--- src/rtl/mem_pkg.sv ---
// Shared definitions for the MEM-stage load/store unit: RV32 size encodings,
// FSM states and the store lane-alignment helpers.
package mem_pkg;

  localparam logic [2:0] F3_B  = 3'b000;
  localparam logic [2:0] F3_H  = 3'b001;
  localparam logic [2:0] F3_W  = 3'b010;
  localparam logic [2:0] F3_BU = 3'b100;
  localparam logic [2:0] F3_HU = 3'b101;

  localparam int STRB_W = 4;

  typedef enum logic [1:0] {IDLE, REQ, RESP, DONE} state_e;

  // Narrow stores replicate their data so memory can pick any lane via wstrb.
  function automatic logic [31:0] store_wdata(input logic [2:0] funct3, input logic [31:0] data);
    case (funct3)
      F3_B:    return {4{data[7:0]}};
      F3_H:    return {2{data[15:0]}};
      default: return data;
    endcase
  endfunction

  function automatic logic [STRB_W-1:0] store_wstrb(input logic [2:0] funct3, input logic [1:0] offset);
    case (funct3)
      F3_B:    return STRB_W'(1) << offset;
      F3_H:    return offset[1] ? 4'b1100 : 4'b0011;
      default: return {STRB_W{1'b1}};
    endcase
  endfunction

endpackage

--- src/rtl/load_align.sv ---
// Selects the addressed byte/half of a read word and sign- or zero-extends it.
module load_align
  import mem_pkg::*;
(
  input  logic [31:0] rdata,
  input  logic [1:0]  offset,
  input  logic [2:0]  funct3,
  output logic [31:0] result
);

  logic [7:0]  byte_sel;
  logic [15:0] half_sel;

  assign byte_sel = 8'(rdata >> {offset, 3'b000});
  assign half_sel = offset[1] ? rdata[31:16] : rdata[15:0];

  always_comb begin
    case (funct3)
      F3_B:    result = {{24{byte_sel[7]}}, byte_sel};
      F3_H:    result = {{16{half_sel[15]}}, half_sel};
      F3_BU:   result = {24'h0, byte_sel};
      F3_HU:   result = {16'h0, half_sel};
      default: result = rdata;
    endcase
  end

endmodule

--- src/rtl/mem_access_stage.sv ---
// MEM-stage load/store unit: issues one valid/ready data-memory request per
// legal access, stalls the pipeline until it completes, and aborts on timeout.
module mem_access_stage
  import mem_pkg::*;
#(
  parameter int TIMEOUT = 255,
  parameter int CNT_W   = 8
) (
  input  logic              clk,
  input  logic              rst,
  input  logic [31:0]       EX_alu_result,
  input  logic [31:0]       EX_rs2_data,
  input  logic [2:0]        EX_funct3,
  input  logic              EX_MemRead,
  input  logic              EX_MemWrite,
  output logic              dmem_req_valid,
  input  logic              dmem_req_ready,
  output logic              dmem_req_we,
  output logic [31:0]       dmem_req_addr,
  output logic [31:0]       dmem_req_wdata,
  output logic [STRB_W-1:0] dmem_req_wstrb,
  input  logic              dmem_rsp_valid,
  input  logic [31:0]       dmem_rsp_rdata,
  output logic [31:0]       MEM_load_data,
  output logic              mem_stall,
  output logic              mem_misalign,
  output logic              mem_bus_err
);

  state_e             state_q, state_d;
  logic [CNT_W-1:0]   cnt_q;
  logic               we_q;
  logic [31:0]        addr_q, wdata_q, load_q;
  logic [STRB_W-1:0]  wstrb_q;
  logic [2:0]         f3_q;
  logic [1:0]         off_q;
  logic               bus_err_q;
  logic               access, illegal, f3_ok, start, timeout_hit, abort;
  logic [31:0]        aligned;

  // Legality check on the EX/MEM contents.
  assign access = EX_MemRead | EX_MemWrite;

  always_comb begin
    // NOTE: every always_comb output gets a default first so no latch is inferred.
    f3_ok = 1'b0;
    if (EX_MemWrite) f3_ok = EX_funct3 inside {F3_B, F3_H, F3_W};
    else             f3_ok = EX_funct3 inside {F3_B, F3_H, F3_W, F3_BU, F3_HU};
  end

  assign illegal = (EX_MemRead & EX_MemWrite) | ~f3_ok
                 | ((EX_funct3[1:0] == 2'b01) & EX_alu_result[0])
                 | ((EX_funct3 == F3_W) & (EX_alu_result[1:0] != 2'b00));

  assign start       = (state_q == IDLE) & access & ~illegal;
  assign timeout_hit = (cnt_q == CNT_W'(TIMEOUT - 1));

  // State register.
  always_ff @(posedge clk) begin
    // NOTE: non-blocking assignments so every register samples pre-edge values.
    if (rst) state_q <= IDLE;
    else     state_q <= state_d;
  end

  // Next state; a completion in the last allowed cycle wins over the timeout.
  always_comb begin
    state_d = state_q;
    abort   = 1'b0;
    case (state_q)
      IDLE: if (start) state_d = REQ;
      REQ: begin
        if (dmem_req_ready && we_q) state_d = DONE;
        else if (timeout_hit) begin
          state_d = DONE;
          abort   = 1'b1;
        end else if (dmem_req_ready) state_d = RESP;
      end
      RESP: begin
        if (dmem_rsp_valid) state_d = DONE;
        else if (timeout_hit) begin
          state_d = DONE;
          abort   = 1'b1;
        end
      end
      default: state_d = IDLE;
    endcase
  end

  // Outputs decoded from state; all handshake outputs are forced low in reset.
  always_comb begin
    dmem_req_valid = 1'b0;
    mem_stall      = 1'b0;
    if (!rst) begin
      case (state_q)
        IDLE:    mem_stall = start;
        REQ: begin
          dmem_req_valid = 1'b1;
          mem_stall      = 1'b1;
        end
        RESP:    mem_stall = 1'b1;
        default: mem_stall = 1'b0;
      endcase
    end
  end

  assign mem_misalign = ~rst & access & illegal;

  load_align u_load_align (
    .rdata  (dmem_rsp_rdata),
    .offset (off_q),
    .funct3 (f3_q),
    .result (aligned)
  );

  // Request fields are latched on launch so they stay stable until accepted.
  always_ff @(posedge clk) begin
    if (rst) begin
      // NOTE: only control and output registers need reset; there is no storage array here.
      cnt_q     <= '0;
      we_q      <= 1'b0;
      addr_q    <= '0;
      wdata_q   <= '0;
      wstrb_q   <= '0;
      f3_q      <= '0;
      off_q     <= '0;
      load_q    <= '0;
      bus_err_q <= 1'b0;
    end else begin
      bus_err_q <= abort;
      if (start) begin
        cnt_q   <= '0;
        we_q    <= EX_MemWrite;
        addr_q  <= {EX_alu_result[31:2], 2'b00};
        wdata_q <= EX_MemWrite ? store_wdata(EX_funct3, EX_rs2_data) : 32'h0;
        wstrb_q <= EX_MemWrite ? store_wstrb(EX_funct3, EX_alu_result[1:0]) : '0;
        f3_q    <= EX_funct3;
        off_q   <= EX_alu_result[1:0];
      end else if (state_q == REQ || state_q == RESP) begin
        cnt_q <= cnt_q + CNT_W'(1);
      end
      if (state_q == RESP && dmem_rsp_valid) load_q <= aligned;
      else if (abort && !we_q)               load_q <= '0;
    end
  end

  assign dmem_req_we    = we_q;
  assign dmem_req_addr  = addr_q;
  assign dmem_req_wdata = wdata_q;
  assign dmem_req_wstrb = wstrb_q;
  assign MEM_load_data  = load_q;
  assign mem_bus_err    = bus_err_q;

endmodule

--- config.mk ---
export PLATFORM = sky130hd
export DESIGN_NAME = mem_access_stage
export DESIGN_NICKNAME = d
export VERILOG_FILES = /design/src/rtl/mem_pkg.sv /design/src/rtl/load_align.sv /design/src/rtl/mem_access_stage.sv
export SDC_FILE = /design/constraint.sdc
export NUM_CORES = 1
export LEC_CHECK = 0
export ABC_AREA = 1
export CORE_MARGIN = 2
export CORE_UTILIZATION = 35
export CTS_BUF_LIST = sky130_fd_sc_hd__clkbuf_16
export CTS_CLUSTER_DIAMETER = 60
export CTS_CLUSTER_SIZE = 14
export DETAILED_ROUTE_END_ITERATION = 7
export PLACE_DENSITY = 0.66
export SYNTH_ARGS = -nofsm -noshare
export SYNTH_HDL_FRONTEND = slang
export SYNTH_SLANG_ARGS = --single-unit
--- constraint.sdc ---
create_clock -name clk -period 5 [get_ports clk]
set_input_delay 0.5 -clock clk [delete_from_list [all_inputs] [get_ports clk]]
set_output_delay 0.5 -clock clk [all_outputs]
set_load 0.02 [all_outputs]
==> results_tabular.tex, run 1 <==
\begin{tabular}{lr}
\hline
Metric & Value \\
\hline
\multicolumn{2}{l}{\textbf{Timing}} \\
\quad Minimum setup slack in the final design & 1700 ps \\
\quad Endpoints failing hold & 0 \\
\quad Fmax & 303 MHz \\
\quad Unrepaired setup endpoints after global routing & false \\
\quad Slew margin rel. & 0.203 \\
\quad Final-report max-slew violation count & 0 \\
\quad Clk\_skew & 10.4 ps \\
\quad Total of endpoints with negative setup slack in the final report & 0 \\
\quad Final Cycle Share & 0.659 \\
\quad Final Critical Period & 3300 ps \\
\quad Worst-margin pin slew & 1190 ps \\
\quad Total Negative Setup Slacks & 0 ps \\
\multicolumn{2}{l}{\textbf{Clock tree}} \\
\quad Source-to-sink clock delay at the later pin of the worst-skew pair & 420 ps \\
\quad Clock buffers created by TritonCTS & 17 \\
\quad CTS H-tree depth & 4 \\
\quad Count of hold-fix buffers inserted at cts & 0 \\
\quad Gates resized, CTS repair & 0 \\
\quad Root Buffer Master & clkbuf\_16 \\
\quad Max clock buf depth & 2 \\
\quad TritonCTS clock tree & yes \\
\quad Number of buffers inserted to repair setup after CTS & 0 \\
\quad Clock slew at reported path FFs & 50 ps \\
\quad CTS sink count & 115 \\
\multicolumn{2}{l}{\textbf{Final layout}} \\
\quad Ratio of cells with drive above 1 in the final layout & 0.0577 \\
\quad Post-synthesis to final-layout area growth & 49.2\% \\
\quad Finished layout cell area & 8030 um2 \\
\quad Net count reported at finish & 1051 \\
\quad Final cell utilization of the core & 0.532 \\
\quad Filler-free cell count of the finished design & 1141 \\
\quad Antenna Cells & 0 \\
\multicolumn{2}{l}{\textbf{Place}} \\
\quad \# port buffers & 207 \\
\quad Dpl hpwl & 11800 um \\
\quad Post-detailed-placement cell area & 7470 um2 \\
\quad Placer Congestion & 0.806 \\
\quad Placed Cells & 1109 \\
\quad Worst setup timing slack at the placement stage & 1680 ps \\
\multicolumn{2}{l}{\textbf{Yosys}} \\
\quad Most common flop cell mapped by yosys & dfxtp\_1 \\
\quad Syn Area/Cell & 7.09 um2 \\
\quad Fraction of registers with async set or reset after synthesis & 0 \\
\quad Library cell with the largest summed area after synthesis & dfxtp\_1 \\
\quad Distinct cells, synth & 30 \\
\quad FF+latch count, synth & 115 \\
\quad Yosys warning count & 0 \\
\quad Yosys top cell area share & 0.428 \\
\quad Cell count after synthesis & 758 \\
\quad Post-synth EDFFs & 0 \\
\quad Top post-synthesis cells by area & dfxtp\_1 (43\%), a21oi\_1 (11\%), nand2\_1 (8.4\%) \\
\quad Netlist Area Pre-Place & 5380 um2 \\
\quad Ranking of synthesized cells by instance count & a21oi\_1 (121), nand2\_1 (121), dfxtp\_1 (115) \\
\quad Seq/Total Area, Yosys & 0.428 \\
\multicolumn{2}{l}{\textbf{Routing}} \\
\quad Vias & 5622 \\
\quad Average wire per cell in the routed design & 14.6 um \\
\quad Starting DRC count in detailed routing & 421 \\
\quad Number of nets still failing antenna checks after routing & 0 \\
\quad Routed wire length & 16700 um \\
\quad Routed via count divided by cell count & 4.93 \\
\quad Router iterations before antenna repair & 5 \\
\quad Residual DRC count & 0 \\
\multicolumn{2}{l}{\textbf{Worst hold path}} \\
\quad Type of the most critical hold path & flop to flop \\
\quad Number of cells traversed by the worst hold path & 2 \\
\multicolumn{2}{l}{\textbf{GRT}} \\
\quad Global router's overall resource usage & 0.203 \\
\quad Maximum number of pins on one net before global-route repair & 81 \\
\quad Wire length of the first global-routing pass & 26200 um \\
\quad GRT overflow & 0 \\
\quad Number of global-route vias before repair & 5121 \\
\quad Antenna violations before repair & 0 \\
\multicolumn{2}{l}{\textbf{Critical path}} \\
\quad Destination of the critical timing path & mem\_stall \\
\quad Required time worst endpoint & 4500 ps \\
\quad Slowest cell delay on critical path & 650 ps \\
\quad Internal reg-to-reg setup slack & 2580 ps \\
\quad CP startpoint & EX\_alu\_result[1] \\
\quad Crit path buffers/inverters & 2 \\
\quad Category of the worst setup path launch point & primary input \\
\quad Data arrival time of the critical path & 2800 ps \\
\quad Top fanout value on the critical path & 31 \\
\quad Worst Reg-to-Reg Cells & 8 \\
\quad Worst path depth & 5 \\
\quad Cell Chain, Critical Path & clkdlybuf4s50\_1 -> o21ai\_1 -> nand4\_4 -> a211oi\_1 -> clkdlybuf4s50\_1 \\
\quad Critical setup path kind & primary input to output port \\
\quad FF-to-FF Start & state\_q[0] \\
\quad Dominant delay contributor by cell family on the critical path & buffers and inverters \\
\quad Endpoint of the worst register-to-register path & dmem\_req\_wdata[0] \\
\quad Setup crit end kind & output port \\
\quad Cell type of the slowest stage on the worst timing path & clkdlybuf4s50\_1 \\
\quad Cell with the most instances on the worst path & clkdlybuf4s50\_1 \\
\multicolumn{2}{l}{\textbf{Die}} \\
\quad Initial Utilization & 0.356 \\
\quad Die height & 128 um \\
\quad Number of rows created at floorplan & 45 \\
\quad Total die area & 16400 um2 \\
\quad Core region area & 15100 um2 \\
\quad Width of the die & 128 um \\
\quad I/O pin count & 210 \\
\multicolumn{2}{l}{\textbf{Flow run}} \\
\quad Max\_cap viols & 0 \\
\multicolumn{2}{l}{\textbf{Pwr}} \\
\quad Max VDD drop & 0.223 mV \\
\quad Power per cell area & 379 nW/um2 \\
\quad Leakage power total & 3.21 nW \\
\multicolumn{2}{l}{\textbf{Outcome}} \\
\quad Status & complete, no violations \\
\hline
\end{tabular}
-- power breakdown --
| group | switching, mW | internal (mW) |
|---|---|---|
| registers | 0.0590 | 1.01 |
| logic | 0.477 | 0.348 |
| clock network | 0.424 | 0.718 |
-- cell usage in the layout (no fill, tap or decap), types with 2 or more instances in the layout --
cell             instances
a21oi_1                121
inv_1                   95
conb_1                   2
xor2_1                   4
nor2_1                  31
nand2_2                  5
nand3_1                 84
or2_0                   10
o21ai_0                 57
clkinv_4                 2
clkbuf_16               17
nand2_1                120
inv_2                    7
bufinv_16                2
clkdlybuf4s50_1        207
nand4_1                 17
clkinv_2                 6
clkinv_1                 2
o211ai_1                 8
or2_2                    6
o21ai_1                 16
buf_4                    5
ha_1                     6
dfxtp_1                115
-- metrics by stage --
stage	total power [mW]	hold WS, ps
floorplan	1.58	451
global placement	1.91	431
detailed placement	1.91	437
CTS	3.06	444
global route	3.19	460
finish	3.04	440
-- how the worst min path moves through the flow --
stage	startpoint	endpoint	slack (ps)
3_5_place_dp	dmem_req_addr[18]	dmem_req_addr[18]	440
3_3_place_gp	dmem_req_addr[20]	dmem_req_addr[20]	430
5_1_grt	dmem_req_addr[6]	dmem_req_addr[6]	460
2_1_floorplan	f3_q[2]	f3_q[2]	450
4_1_cts	dmem_req_addr[18]	dmem_req_addr[18]	440
6_report	dmem_req_addr[18]	dmem_req_addr[18]	440
-- metal layers --
metal	wire length, um	track usage	vias up
li1	-	-	2859
met2	7570	0.319	230
met5	0	0	-
met1	7250	0.258	2509
met4	363	0.0827	0
met3	1470	0.0651	24
-- worst reg2reg max path: stages, from the launching register on --
cell and delay, ps:
dfxtp_1 320, inv_1 100, ha_1 220, inv_1 60
nor2_1 180, nand4_4 420, nor2_4 560, nand2_4 250
o21ai_0 230
-- area by class of cell --
cell class	count	area (um2)
clock buffers	17	425
clock inverters	15	126
flip-flops and latches	115	2300
repair buffers	212	2110
fillers	1487	7060
well taps	188	235
inverters	99	372
multi-input cells	495	2450
-- cells by family after synthesis --
family | count (synthesis) | share of synthesized area
AOI/OAI and AO/OA | 203 | 0.193
and+or+nand+nor | 279 | 0.238
xor gates and xnor gates | 5 | 0.00814
buffers and inverters | 149 | 0.118
other | 1 | 0.000697
adders and majority gates | 6 | 0.0140
DFF | 115 | 0.428
-- registers in the layout, summed over array words and instances, names as in the netlist, 2 cells and up --
signal	count
off_q	2
state_q	2
dmem_req_addr	30
cnt_q	8
f3_q	3
dmem_req_wdata	32
dmem_req_wstrb	4
MEM_load_data	32
Power figures use the tool's default switching activity.
==> run 2, diff against run 1 <==
clock period = 3.2 ns   (was 5 ns; I/O delays follow)
==> run 2 against run 1 <==
Global-route usage is 0.27 points higher; critical path depth rose by 2; combinational power increased by 59%; clock skew shrank 3.6 ps.
==> results_tabular.tex, run 2 (synthesis gave the netlist of run 1 again) <==
\begin{tabular}{lr}
\hline
Metric & Value \\
\hline
\multicolumn{2}{l}{\textbf{Outcome}} \\
\quad Status & complete, no violations \\
\multicolumn{2}{l}{\textbf{Place}} \\
\quad \# port buffers & 207 \\
\quad Post-detailed-placement cell area & 7540 um2 \\
\quad Dpl hpwl & 12000 um \\
\quad Worst setup timing slack at the placement stage & 581 ps \\
\quad Placer Congestion & 0.838 \\
\multicolumn{2}{l}{\textbf{Timing}} \\
\quad Unrepaired setup endpoints after global routing & false \\
\quad Endpoints failing hold & 0 \\
\quad Final-report max-slew violation count & 0 \\
\quad Fmax & 381 MHz \\
\quad Worst-margin pin slew & 567 ps \\
\quad Minimum setup slack in the final design & 577 ps \\
\quad Total of endpoints with negative setup slack in the final report & 0 \\
\quad Final Critical Period & 2620 ps \\
\quad Total Negative Setup Slacks & 0 ps \\
\quad Clk\_skew & 6.82 ps \\
\quad Final Cycle Share & 0.820 \\
\quad Slew margin rel. & 0.622 \\
\multicolumn{2}{l}{\textbf{Clock tree}} \\
\quad Clock buffers created by TritonCTS & 17 \\
\quad Count of hold-fix buffers inserted at cts & 0 \\
\quad TritonCTS clock tree & yes \\
\quad Root Buffer Master & clkbuf\_16 \\
\quad CTS sink count & 115 \\
\quad CTS H-tree depth & 4 \\
\quad Number of buffers inserted to repair setup after CTS & 0 \\
\quad Gates resized, CTS repair & 0 \\
\quad Max clock buf depth & 2 \\
\quad Source-to-sink clock delay at the later pin of the worst-skew pair & 410 ps \\
\quad Clock slew at reported path FFs & 50 ps \\
\multicolumn{2}{l}{\textbf{GRT}} \\
\quad Number of global-route vias before repair & 5237 \\
\quad Maximum number of pins on one net before global-route repair & 56 \\
\quad Global router's overall resource usage & 0.206 \\
\quad GRT overflow & 0 \\
\quad Wire length of the first global-routing pass & 26700 um \\
\quad Antenna violations before repair & 0 \\
\multicolumn{2}{l}{\textbf{Routing}} \\
\quad Average wire per cell in the routed design & 14.7 um \\
\quad Number of nets still failing antenna checks after routing & 0 \\
\quad Routed wire length & 16900 um \\
\quad Residual DRC count & 0 \\
\quad Vias & 5644 \\
\quad Routed via count divided by cell count & 4.91 \\
\quad Starting DRC count in detailed routing & 384 \\
\quad Router iterations before antenna repair & 5 \\
\multicolumn{2}{l}{\textbf{Critical path}} \\
\quad Critical setup path kind & flop to output port \\
\quad Top fanout value on the critical path & 3 \\
\quad Category of the worst setup path launch point & flop \\
\quad Required time worst endpoint & 2880 ps \\
\quad Data arrival time of the critical path & 2300 ps \\
\quad Setup crit end kind & output port \\
\multicolumn{2}{l}{\textbf{Pwr}} \\
\quad Power Internal & 3.35 mW \\
\quad Power, Total & 4.87 mW \\
\quad Sw power & 1.52 mW \\
\quad Leakage power total & 3.25 nW \\
\quad Switching share of power & 0.313 \\
\quad Max VDD drop & 0.376 mV \\
\quad Combinational power share & 0.268 \\
\quad Clock network fraction of design power & 0.388 \\
\quad Sequential group share of total power & 0.343 \\
\quad Power per cell area & 599 nW/um2 \\
\multicolumn{2}{l}{\textbf{Final layout}} \\
\quad Net count reported at finish & 1060 \\
\quad Area occupied by registers & 2300 um2 \\
\quad Antenna Cells & 0 \\
\quad Most frequent standard cell in the layout excluding fill and tap cells & clkdlybuf4s50\_1 \\
\quad Finished layout cell area & 8130 um2 \\
\quad Final-layout fill cell count & 1467 \\
\quad Area of the multi-input gates & 2450 um2 \\
\quad Highest-count cells in the layout ignoring fill and taps & clkdlybuf4s50\_1 (207), a21oi\_1 (121), nand2\_1 (120) \\
\quad Post-synthesis to final-layout area growth & 51.2\% \\
\quad Ratio of cells with drive above 1 in the final layout & 0.0686 \\
\multicolumn{2}{l}{\textbf{Die}} \\
\quad I/O pin count & 210 \\
\quad Core region area & 15100 um2 \\
\quad Initial Utilization & 0.356 \\
\quad Number of rows created at floorplan & 45 \\
\quad Total die area & 16400 um2 \\
\quad Die height & 128 um \\
\quad Width of the die & 128 um \\
\multicolumn{2}{l}{\textbf{Worst hold path}} \\
\quad Type of the most critical hold path & flop to flop \\
\multicolumn{2}{l}{\textbf{Flow run}} \\
\quad Max\_cap viols & 0 \\
\hline
\end{tabular}
-- run 2: through the flow --
stage | utilization | cells | hold WS, ps
finish | 0.539 | 1150 | 440
global route | 0.539 | 1150 | 461
CTS | 0.539 | 1150 | 442
detailed placement | 0.500 | 1118 | 433
global placement | 0.500 | 1118 | 430
floorplan | - | 759 | 451
-- run 2: path summary, 6_finish.rpt --
path	slack (ps)	endpoint	from	cells past startpoint
worst max register to register	870	dmem_req_addr[16]	state_q[0]	9
worst min register to register	440	dmem_req_addr[3]	dmem_req_addr[3]	2
worst min-delay path	440	dmem_req_addr[3]	dmem_req_addr[3]	2
worst max-delay path	580	mem_stall	state_q[0]	7
-- run 2: worst max-delay path: stages (launching register included) --
cell and delay, ps:
dfxtp_1 320, inv_1 100, ha_1 200, inv_1 60, nor2_1 180, nand4_4 120, a211oi_1 240, clkdlybuf4s50_1 660
-- run 2: power by group through the flow --
stage	clock (mW)	sequential [mW]	combinational [mW]
final	1.89	1.67	1.31
after global routing	1.99	1.69	1.44
after CTS	1.92	1.67	1.31
after detailed placement	0	1.70	1.30
after global placement	0	1.70	1.30
after floorplan	0	1.84	0.625
-- run 2: cell type report --
cell class	instances	share of cell area
clock buffer	17	0.0523
clock inverter	15	0.0205
inverter	99	0.0457
multi-input combinational	495	0.302
sequential	115	0.283
tap	188	0.0289
timing repair buffer	221	0.268
-- run 2: layer usage --
layer	vias to the layer above	routed length, um	track usage	share of wire
met5	-	0	0	0
met4	0	158	0.0698	0.0094
met3	16	1270	0.0572	0.075
met2	211	7790	0.328	0.46
met1	2550	7680	0.269	0.45
li1	2867	-	-	-
==> run 3, diff against run 2 <==
clock period = 2.5 ns   (was 3.2 ns; I/O delays follow)
==> run 3 against run 2 <==
Via count decreased by 0.67%; sequential share of layout area increased by 0.15 points; first-iteration DRC count increased by 37%; critical path depth unchanged; sequential power increased by 28%; final cell count decreased by 0.43%; critical endpoint unchanged; combinational power increased by 28%; clock-buffer cell count unchanged; clock power increased by 16%; routed wire length decreased by 1.1%.
==> results_tabular.tex, run 3 (synthesis gave the netlist of run 1 again) <==
\begin{tabular}{lr}
\hline
Metric & Value \\
\hline
\multicolumn{2}{l}{\textbf{Timing}} \\
\quad Fmax & 438 MHz \\
\quad Unrepaired setup endpoints after global routing & false \\
\quad Final Cycle Share & 0.913 \\
\quad Worst-margin pin slew & 552 ps \\
\quad Endpoints failing hold & 0 \\
\quad Final Critical Period & 2280 ps \\
\quad Final-report max-slew violation count & 0 \\
\quad Clk\_skew & 8.72 ps \\
\quad Total Negative Setup Slacks & 0 ps \\
\quad Slew margin rel. & 0.629 \\
\quad Total of endpoints with negative setup slack in the final report & 0 \\
\multicolumn{2}{l}{\textbf{Clock tree}} \\
\quad Count of hold-fix buffers inserted at cts & 0 \\
\quad Number of buffers inserted to repair setup after CTS & 0 \\
\quad Gates resized, CTS repair & 1 \\
\quad CTS H-tree depth & 4 \\
\quad Root Buffer Master & clkbuf\_16 \\
\quad Max clock buf depth & 2 \\
\quad Source-to-sink clock delay at the later pin of the worst-skew pair & 410 ps \\
\quad Clock buffers created by TritonCTS & 17 \\
\quad CTS sink count & 115 \\
\quad TritonCTS clock tree & yes \\
\quad Clock slew at reported path FFs & 50 ps \\
\multicolumn{2}{l}{\textbf{Critical path}} \\
\quad Cell Chain, Critical Path & inv\_1 -> ha\_1 -> inv\_1 -> nor2\_1 -> nand4\_4 -> a211oi\_1 -> dlygate4sd2\_1 \\
\quad Data arrival time of the critical path & 2030 ps \\
\quad Category of the worst setup path launch point & flop \\
\quad Required time worst endpoint & 2250 ps \\
\quad Top fanout value on the critical path & 3 \\
\quad Cell type of the slowest stage on the worst timing path & dlygate4sd2\_1 \\
\quad Cell with the most instances on the worst path & inv\_1 \\
\quad Crit path buffers/inverters & 3 \\
\quad Critical setup path kind & flop to output port \\
\quad Slowest cell delay on critical path & 380 ps \\
\quad Setup crit end kind & output port \\
\quad Dominant delay contributor by cell family on the critical path & buffers and inverters \\
\multicolumn{2}{l}{\textbf{GRT}} \\
\quad Antenna violations before repair & 0 \\
\quad Maximum number of pins on one net before global-route repair & 110 \\
\quad Wire length of the first global-routing pass & 26300 um \\
\quad Number of global-route vias before repair & 5204 \\
\quad Global router's overall resource usage & 0.204 \\
\quad GRT overflow & 0 \\
\multicolumn{2}{l}{\textbf{Outcome}} \\
\quad Status & complete, no violations \\
\multicolumn{2}{l}{\textbf{Final layout}} \\
\quad Final cell utilization of the core & 0.536 \\
\quad Post-synthesis to final-layout area growth & 50.4\% \\
\quad Most frequent standard cell in the layout excluding fill and tap cells & clkdlybuf4s50\_1 \\
\quad Highest-count cells in the layout ignoring fill and taps & clkdlybuf4s50\_1 (206), a21oi\_1 (121), nand2\_1 (120) \\
\quad Antenna Cells & 0 \\
\quad Net count reported at finish & 1058 \\
\quad Ratio of cells with drive above 1 in the final layout & 0.0596 \\
\quad Final-layout fill cell count & 1482 \\
\multicolumn{2}{l}{\textbf{Worst hold path}} \\
\quad Type of the most critical hold path & flop to flop \\
\multicolumn{2}{l}{\textbf{Pwr}} \\
\quad Sw power & 1.86 mW \\
\quad Max VDD drop & 0.468 mV \\
\quad Combinational power share & 0.280 \\
\quad Power per cell area & 744 nW/um2 \\
\quad Power Internal & 4.15 mW \\
\quad Switching share of power & 0.310 \\
\quad Clock network fraction of design power & 0.365 \\
\quad Sequential group share of total power & 0.356 \\
\quad Leakage power total & 3.25 nW \\
\multicolumn{2}{l}{\textbf{Die}} \\
\quad Core region area & 15100 um2 \\
\quad I/O pin count & 210 \\
\quad Initial Utilization & 0.356 \\
\quad Total die area & 16400 um2 \\
\quad Die height & 128 um \\
\quad Number of rows created at floorplan & 45 \\
\quad Width of the die & 128 um \\
\multicolumn{2}{l}{\textbf{Flow run}} \\
\quad Max\_cap viols & 0 \\
\multicolumn{2}{l}{\textbf{Place}} \\
\quad Dpl hpwl & 11700 um \\
\quad \# port buffers & 207 \\
\quad Placer Congestion & 0.843 \\
\multicolumn{2}{l}{\textbf{Routing}} \\
\quad Routed via count divided by cell count & 4.90 \\
\quad Routed wire length & 16700 um \\
\quad Router iterations before antenna repair & 5 \\
\quad Number of nets still failing antenna checks after routing & 0 \\
\quad Residual DRC count & 0 \\
\quad Vias & 5606 \\
\quad Average wire per cell in the routed design & 14.6 um \\
\quad Starting DRC count in detailed routing & 526 \\
\hline
\end{tabular}
-- run 3: final timing paths --
path,slack (ps),startpoint,endpoint,cells after the start
worst max-delay path,220,state_q[0],mem_stall,7
worst min-delay path,440,dmem_req_addr[15],dmem_req_addr[15],2
worst max register to register,580,state_q[0],dmem_req_wdata[17],10
worst min register to register,440,dmem_req_addr[15],dmem_req_addr[15],2
-- run 3: tightest hold or removal path: stages (launching register included) --
cell,delay [ps]
dfxtp_1,300
inv_1,50
a21oi_1,50
-- run 3: routing by layer --
| layer | GRT usage | share of wire |
|---|---|---|
| met1 | 0.259 | 0.44 |
| met2 | 0.318 | 0.46 |
| met3 | 0.0718 | 0.087 |
| met4 | 0.0814 | 0.019 |
| met5 | 0 | 0 |
-- run 3: area by class of cell --
class	instances	area [um2]	area share
multi-input combinational	495	2450	0.303
sequential	115	2300	0.285
timing repair buffer	219	2200	0.272
clock buffer	17	425	0.0526
inverter	99	372	0.0459
tap	188	235	0.0291
clock inverter	12	101	0.0125
-- run 3: per-stage QoR --
| stage | area [um2] | power [mW] | std cells | hold slack, ps | setup WS, ps |
|---|---|---|---|---|---|
| 2_1_floorplan | 5380 | 3.15 | 759 | 424 | 497 |
| 5_1_grt | 8090 | 6.35 | 1145 | 456 | 13.3 |
| 3_5_place_dp | 7560 | 3.86 | 1116 | 434 | 140 |
| 3_3_place_gp | 7560 | 3.84 | 1116 | 431 | 168 |
| 6_report | 8090 | 6.02 | 1145 | 441 | 217 |
| 4_1_cts | 8090 | 6.07 | 1145 | 442 | 161 |
-- run 3: power groups by stage --
| stage | clock [mW] | combinational (mW) | sequential [mW] |
|---|---|---|---|
| floorplan | 0 | 0.800 | 2.35 |
| global placement | 0 | 1.68 | 2.17 |
| detailed placement | 0 | 1.68 | 2.17 |
| CTS | 2.24 | 1.69 | 2.14 |
| global route | 2.33 | 1.85 | 2.16 |
| finish | 2.20 | 1.68 | 2.14 |
